[src/rtl/fc_layer_pipe.sv]
// Fully-connected layer: out[o] = sat(bias[o] + sum_i in[i]*w[o][i]) on one time-multiplexed pipelined MAC.
// Optional macro FC_RELU_EN fuses a ReLU into the write-back of each output node.
module fc_layer_pipe #(
  parameter int DATA_W = 16,
  parameter int FRAC_W = 8,
  parameter int N_IN   = 5,
  parameter int N_OUT  = 3
) (
  input  logic                           clk,
  input  logic                           reset,
  input  logic                           start,
  input  logic [N_IN*DATA_W-1:0]         in_vec,
  input  logic [N_IN*N_OUT*DATA_W-1:0]   weights,
  input  logic [N_OUT*DATA_W-1:0]        biases,
  output logic [N_OUT*DATA_W-1:0]        out_vec,
  output logic                           busy,
  output logic                           done
);

  localparam int ACC_W = 2*DATA_W + $clog2(N_IN) + 1;
  localparam int IW    = (N_IN  > 1) ? $clog2(N_IN)  : 1;
  localparam int OW    = (N_OUT > 1) ? $clog2(N_OUT) : 1;

  localparam logic [2:0] S_IDLE  = 3'd0;
  localparam logic [2:0] S_MAC   = 3'd1;
  localparam logic [2:0] S_DRAIN = 3'd2;
  localparam logic [2:0] S_FINAL = 3'd3;
  localparam logic [2:0] S_DONE  = 3'd4;

  localparam logic signed [ACC_W-1:0] SAT_MAX = ACC_W'((longint'(1) <<< (DATA_W-1)) - 1);
  localparam logic signed [ACC_W-1:0] SAT_MIN = -SAT_MAX - ACC_W'(1);

  logic [2:0]                 r_state;
  logic [IW-1:0]              r_i;
  logic [OW-1:0]              r_o;
  logic signed [DATA_W-1:0]   r_in   [N_IN];
  logic signed [DATA_W-1:0]   r_bias [N_OUT];
  logic signed [DATA_W-1:0]   r_out  [N_OUT];
  logic signed [2*DATA_W-1:0] r_prod;
  logic signed [ACC_W-1:0]    r_acc;

  logic signed [DATA_W-1:0]   w_in   [N_IN];
  logic signed [DATA_W-1:0]   w_bias [N_OUT];
  logic signed [DATA_W-1:0]   w_w    [N_OUT][N_IN];
  logic signed [2*DATA_W-1:0] w_prod;
  logic signed [ACC_W-1:0]    w_sum;
  logic signed [ACC_W-1:0]    w_shr;
  logic signed [DATA_W-1:0]   w_res;

  for (genvar g = 0; g < N_IN; g++) begin : g_in
    assign w_in[g] = in_vec[g*DATA_W +: DATA_W];
  end

  for (genvar g = 0; g < N_OUT; g++) begin : g_out
    assign w_bias[g]                   = biases[g*DATA_W +: DATA_W];
    assign out_vec[g*DATA_W +: DATA_W] = r_out[g];
    for (genvar h = 0; h < N_IN; h++) begin : g_w
      assign w_w[g][h] = weights[(g*N_IN + h)*DATA_W +: DATA_W];
    end
  end

  // Operands are sign-extended to full product width before the multiply.
  assign w_prod = (2*DATA_W)'(r_in[r_i]) * (2*DATA_W)'(w_w[r_o][r_i]);
  assign w_sum  = r_acc + (ACC_W'(r_bias[r_o]) <<< FRAC_W);
  assign w_shr  = w_sum >>> FRAC_W;

  // NOTE: every always_comb output gets a default first so no latch is inferred.
  always_comb begin
    w_res = w_shr[DATA_W-1:0];
    if (w_shr > SAT_MAX)      w_res = {1'b0, {(DATA_W-1){1'b1}}};
    else if (w_shr < SAT_MIN) w_res = {1'b1, {(DATA_W-1){1'b0}}};
`ifdef FC_RELU_EN
    if (w_res[DATA_W-1]) w_res = '0;
`endif
  end

  // NOTE: operand snapshots carry no reset; they are always loaded before being read.
  always_ff @(posedge clk) begin
    if (r_state == S_IDLE && start) begin
      r_in   <= w_in;
      r_bias <= w_bias;
    end
  end

  // NOTE: sequential state uses non-blocking assignments only.
  always_ff @(posedge clk) begin
    if (reset) begin
      r_state <= S_IDLE;
      r_i     <= '0;
      r_o     <= '0;
      r_prod  <= '0;
      r_acc   <= '0;
      for (int k = 0; k < N_OUT; k++) r_out[k] <= '0;
    end else begin
      case (r_state)
        S_IDLE: begin
          if (start) begin
            r_acc   <= '0;
            r_prod  <= '0;
            r_i     <= '0;
            r_o     <= '0;
            r_state <= S_MAC;
          end
        end
        S_MAC: begin
          r_prod <= w_prod;
          r_acc  <= r_acc + ACC_W'(r_prod);
          if (r_i == IW'(N_IN-1)) r_state <= S_DRAIN;
          else                    r_i     <= r_i + 1'b1;
        end
        S_DRAIN: begin
          r_acc   <= r_acc + ACC_W'(r_prod);
          r_state <= S_FINAL;
        end
        S_FINAL: begin
          r_out[r_o] <= w_res;
          r_acc      <= '0;
          r_prod     <= '0;
          r_i        <= '0;
          if (r_o == OW'(N_OUT-1)) begin
            r_state <= S_DONE;
          end else begin
            r_o     <= r_o + 1'b1;
            r_state <= S_MAC;
          end
        end
        S_DONE:  r_state <= S_IDLE;
        default: r_state <= S_IDLE;
      endcase
    end
  end

  assign busy = (r_state == S_MAC) || (r_state == S_DRAIN) || (r_state == S_FINAL);
  assign done = (r_state == S_DONE);

endmodule

[config.mk]
export PLATFORM = sky130hd
export DESIGN_NAME = fc_layer_pipe
export DESIGN_NICKNAME = d
export VERILOG_FILES = /design/src/rtl/fc_layer_pipe.sv
export SDC_FILE = /design/constraint.sdc
export NUM_CORES = 1
export LEC_CHECK = 0
export ABC_AREA = 1
export ABC_CLOCK_PERIOD_IN_PS = 11600
export CAP_MARGIN = 20
export CORE_MARGIN = 10
export CORE_UTILIZATION = 42
export DETAILED_ROUTE_END_ITERATION = 6
export PLACE_DENSITY_LB_ADDON = 0.05
export SYNTH_ARGS = -nofsm -noshare
export SYNTH_HDL_FRONTEND = slang
export SYNTH_SLANG_ARGS = --single-unit
[constraint.sdc]
create_clock -name clk -period 11.6 [get_ports clk]
set_input_delay 3.48 -clock clk [delete_from_list [all_inputs] [get_ports clk]]
set_output_delay 3.48 -clock clk [all_outputs]
set_load 0.1 [all_outputs]
======== After elaboration in Yosys (flattened, before gate mapping) ========
Memories as Yosys holds them, arrays and structs flattened.
Cells that the tools add are included.
word-level totals
  register bits after elaboration ......... 204
  latch bits .............................. 0
  RAM bits ................................ 48
  bits in read-only memories .............. 0
  input port bits ......................... 371
  word-level logic and storage cells ...... 85
  memories ................................ 1
cells by class
  $add $sub $neg .......................... 4
  multiply operators ...................... 1
  divide/modulo/power cells ............... 0
  $lt $le $gt $ge ......................... 4
  equality and inequality tests ........... 10
  shifts and indexed selects .............. 0
  multiplexer cells ....................... 36
  bitwise operators ....................... 2
  reductions and logical operators ........ 14
memories
  name   words  bits a word  read ports  clocked after memory_dff  write ports  line  source
  r_out  3      16           3           0                         3            38    logic signed [DATA_W-1:0] r_out [N_OUT];
operator list
  cell                  number
  $bmux 80 s2           1
  $mux 80               2
  $mux 16               9
  $pmux 36 s3           1
  $bmux 16 s3           2
  $pmux 32 s3           1
  $add 36x24->36        1
  $add 36x32->36        1
  $mux 36               1
  $bmux 16 s2           1
  $mul 16x16->32        1
  $mux 32               1
  $gt 28x16->1 const B  1
  $lt 28x16->1 const B  1
  $reduce_or 16->1      1
  $mux 3                5
  $pmux 3 s4            1
  $pmux 3 s3            1
  $ne 2x2->1 const B    4
  $eq 3x2->1 const B    2
  $eq 3x3->1 const B    2
  $mux 1                6
  $mux 2                3
  $reduce_and 2->1      3
  16 further kinds      19

======== Depth between registers and ports, before layout ========
  depth after elaboration ................. 9
  depth in mapped cells ................... 37
  gate-level depth less buffers ........... 35

======== Least setup slack after synthesis ========
OpenSTA, ideal clock, no wires.
  path kind ............................... in2reg
  from .................................... input start
  to ...................................... register r_bias[0] (netlist bit), enable pin
  setup time .............................. 620 ps
  arrival ................................. 8,791 ps
  required time ........................... 10,980 ps
  path slack .............................. 2,189 ps
  cell stages on the path ................. 2
  path buffers ............................ 0
  cell sequence ........................... inv_1 nor2_1
on the way
  word-level cells in the longest chain between the ends .. 1
ends and longest elaborated chain
  item                  line  source
  from (decl)           11    input logic start,
  $logic_and 1x1->1     79    if (r_state == S_IDLE && start) begin
  to (signal assigned)  81    r_bias <= w_bias;
  to (decl)             37    logic signed [DATA_W-1:0] r_bias [N_OUT];
Every way passes these cells.
A chain may end at the register's enable or synchronous reset.

======== Final worst setup path ========
  from .................................... input weights[209]
  to ...................................... register r_prod[19]
on the way
  word-level cells in the longest chain between the ends .. 8
ends and longest elaborated chain
  item                                         line  source
  from (decl)                                  13    input logic [N_IN*N_OUT*DATA_W-1:0] weights,
  $bmux 80 s2                                  63    assign w_prod = (2*DATA_W)'(r_in[r_i]) * (2*DATA_W)'(w_w[r_o][r_i]);
  $mux 80 (implied by the code) (2 in series)  63
  $bmux 16 s3                                  63
  $mux 16 (implied by the code) (2 in series)  63
  $mul 16x16->32                               63
  $pmux 32 s3                                  95    case (r_state)
  to (signal assigned)                         106   r_prod <= w_prod;
  to (decl)                                    39    logic signed [2*DATA_W-1:0] r_prod;
Every way passes these cells. The select of a mux whose other input is x is not followed.

==> results.md <==
- Crit path to: r_prod[19]
- Starting DRT DRC Count: 1900
- Sink Count: 252
- Max FO, Critical Path: 12
- Slew headroom: 24.43%
- Vias per cell: 5.457
- Setup WS post-layout: 0.9584 ns
- DIE WIDTH: 267.7 um
- R2r setup slk: 2.48 ns
- Crit Reg-Reg Startpoint: r_o[1]
- Unrepaired setup endpoints after global routing: false
- Placed insts: 4401
- Status: complete, no violations
- Post-layout minimum cycle time: 10.64 ns
- RR Endpoint: r_prod[27]
- Setup_tns: 0 ns
- RePlAce Congestion: 0.9222
- CP arrival: 11.11 ns
- Synth top area cells: edfxtp_1, fa_1, nand2_1
- Clock root buffer: clkbuf_16
- Total GRT Usage: 27.78%
- CTS tree: yes
- Worst r2r path cells: 31
- Mean Syn Cell Area: 7.827 sq um
- Cell accounting for the most synthesized area: edfxtp_1
- Maxcap violations: 0
- Router iterations before antenna repair: 6
- Most common cell after layout, fill and taps aside: nand2_1
- Unique cell type count in the Yosys netlist: 54
- Max Clk Rate: 93.97 MHz
- Clock slew at the register clock pins of the worst setup and hold paths: 0.06 ns
- GRT overflow: 0
- Worst slew pin tran: 1.119 ns
- Core Footprint: 60580 sq um
- PortBufs: 420
- Hold Path Class: reg2reg
- Final core utilization: 52.22%
- Fin cells: 4462
- # IOs: 421
- Layout cells sized above 1: 3.728%
- Setup WS pre-CTS: 0.4091 ns
- Filler instances: 5904
- Largest net degree at the start of global routing: 75
- Antenna violations before repair: 17
- Syn nets: 4077
- Detailed placement HPWL: 82790 um
- Setup violators final: 0
- Post-CTS Setup Bufs: 0
- Hold path depth: 2
- Final slew viol count: 0
- Final hold violations: 0
- Post-synthesis async set-or-reset flop share: 0%
- Synth top area share: 20.50%
- Drt wl/cell: 22.41 um
- Routed Antenna Nets: 0
- Resize count post-CTS: 0
- Synth Flop Type: edfxtp_1
- Vias in the first global route: 24933
- Initial core utilization: 42.54%
- Post-CTS Hold Fix Bufs: 0
- Syn Inst Count: 3293
- Warnings from Yosys: 0
- Longest Clk Path Bufs: 3
- Synthesis-to-layout area growth: 22.74%
- Final wirelength: 99980 um
- CP Launch Point: weights[209]
- Die ar.: 71680 sq um
- Syn Std Cell Area: 25770 sq um
- Most frequent cells in the layout: nand2_1, inv_1, clkdlybuf4s50_1, nor2_1, a21oi_1
- Clock latency on the worst-skew pair: 0.63 ns
- Vias: 24350
- NumNets Final: 4437
- Sequential fraction of the synthesis area: 26.41%
- Data required time of the worst path: 12.07 ns
- Critical path type: in2reg
- Cts bufs inserted: 30
- Startpoint type of the worst setup path: primary input
- Worst Skew: 0.04813 ns
- Fin crit share: 91.74%
- Crit. End Element: register
- Number of synthesized register bits: 252
- First-pass GRT wire length: 151700 um
- # rows: 90
- DRC: 0
- EDFF count, synth: 176
- CTS H-Tree Depth: 1
- Die boundary height: 267.7 um
==> through the flow <==
stage / hold WS [ns] / instance area, sq um
global route: 0.4908 / 31640
finish: 0.4675 / 31640
floorplan: 0.4446 / 25770
CTS: 0.4715 / 31590
global placement: 0.4534 / 30640
detailed placement: 0.4624 / 30650
==> logic make-up (layout without fill, tap and decap cells) <==
group | Yosys count | in the layout | synth area share, %
AO/OA/AOI/OAI | 679 | 679 | 15.03
buffers and inverters | 668 | 1050 | 10.08
flip-flops | 252 | 252 | 26.41
adder cells (fa/ha/maj) | 413 | 413 | 27.74
other | 0 | 5 | 0
AND/OR/NAND/NOR | 1256 | 1256 | 19.89
XOR/XNOR | 25 | 25 | 0.8495
==> layout make-up <==
type | instances | area, sq um | share of cell area, %
clock buffer | 40 | 804.5 | 2.543
inverter | 546 | 2052 | 6.486
sequential | 252 | 6817 | 21.55
tap | 782 | 978.4 | 3.093
multi-input combinational | 2373 | 16390 | 51.81
clock inverter | 14 | 132.6 | 0.4192
timing repair buffer | 450 | 4448 | 14.06
antenna | 5 | 12.51 | 0.03955
==> cell usage after synthesis, types with 14 or more instances <==
cell and count:
nand4_1 24, edfxtp_1 176, a31oi_1 14, buf_1 17, fa_1 264, nor2_1 347
nor3_1 14, a21oi_1 343, ha_1 149, nand2_1 707, nand3_1 115, dfxtp_1 76
buf_2 30, o21ai_0 181, clkbuf_1 68, a221oi_1 32, inv_1 533
==> flip-flops by register name, summed over array words and instances, names as in the netlist <==
| signal | cells |
|---|---|
| r_out | 48 |
| r_state | 3 |
| r_acc | 36 |
| r_bias | 48 |
| r_i | 3 |
| r_prod | 32 |
| r_o | 2 |
| r_in | 80 |
==> critical path, cell delays in order <==
cell             delay, ns
clkdlybuf4s50_1       0.40
a21oi_1               0.14
a221oi_1              0.12
o311ai_0              0.99
buf_4                 0.24
nand2_1               0.15
inv_1                 0.43
nor2_1                0.12
fa_1                  0.55
inv_1                 0.06
fa_1                  0.56
fa_1                  0.46
fa_1                  0.54
inv_1                 0.05
fa_1                  0.48
inv_1                 0.05
fa_1                  0.49
inv_1                 0.05
ha_1                  0.35
nand2_1               0.13
nor4_1                0.41
a21oi_1               0.17
inv_1                 0.20
a21oi_1               0.09
inv_1                 0.07
a21oi_1               0.05
o21ai_0               0.16
a21oi_1               0.11
==> metal layers <==
metal / global-route usage [%] / vias to the layer above / part of all wire, %
met1: 37.09 / 12052 / 44
li1: - / 11389 / -
met3: 6.026 / 110 / 7.2
met2: 45.49 / 775 / 46
met4: 6.214 / 24 / 2.2
met5: 0 / - / 0.18
==> worst min-delay path by stage <==
stage | startpoint | to
6_report | r_acc[3] | r_acc[3]
5_1_grt | r_acc[3] | r_acc[3]
3_5_place_dp | r_acc[2] | r_acc[2]
3_3_place_gp | r_acc[0] | r_acc[0]
4_1_cts | r_acc[2] | r_acc[2]
2_1_floorplan | r_acc[2] | r_acc[2]
Power is not shown: default switching activity piles up to over one toggle a cycle in this logic, so the estimate is an artifact.
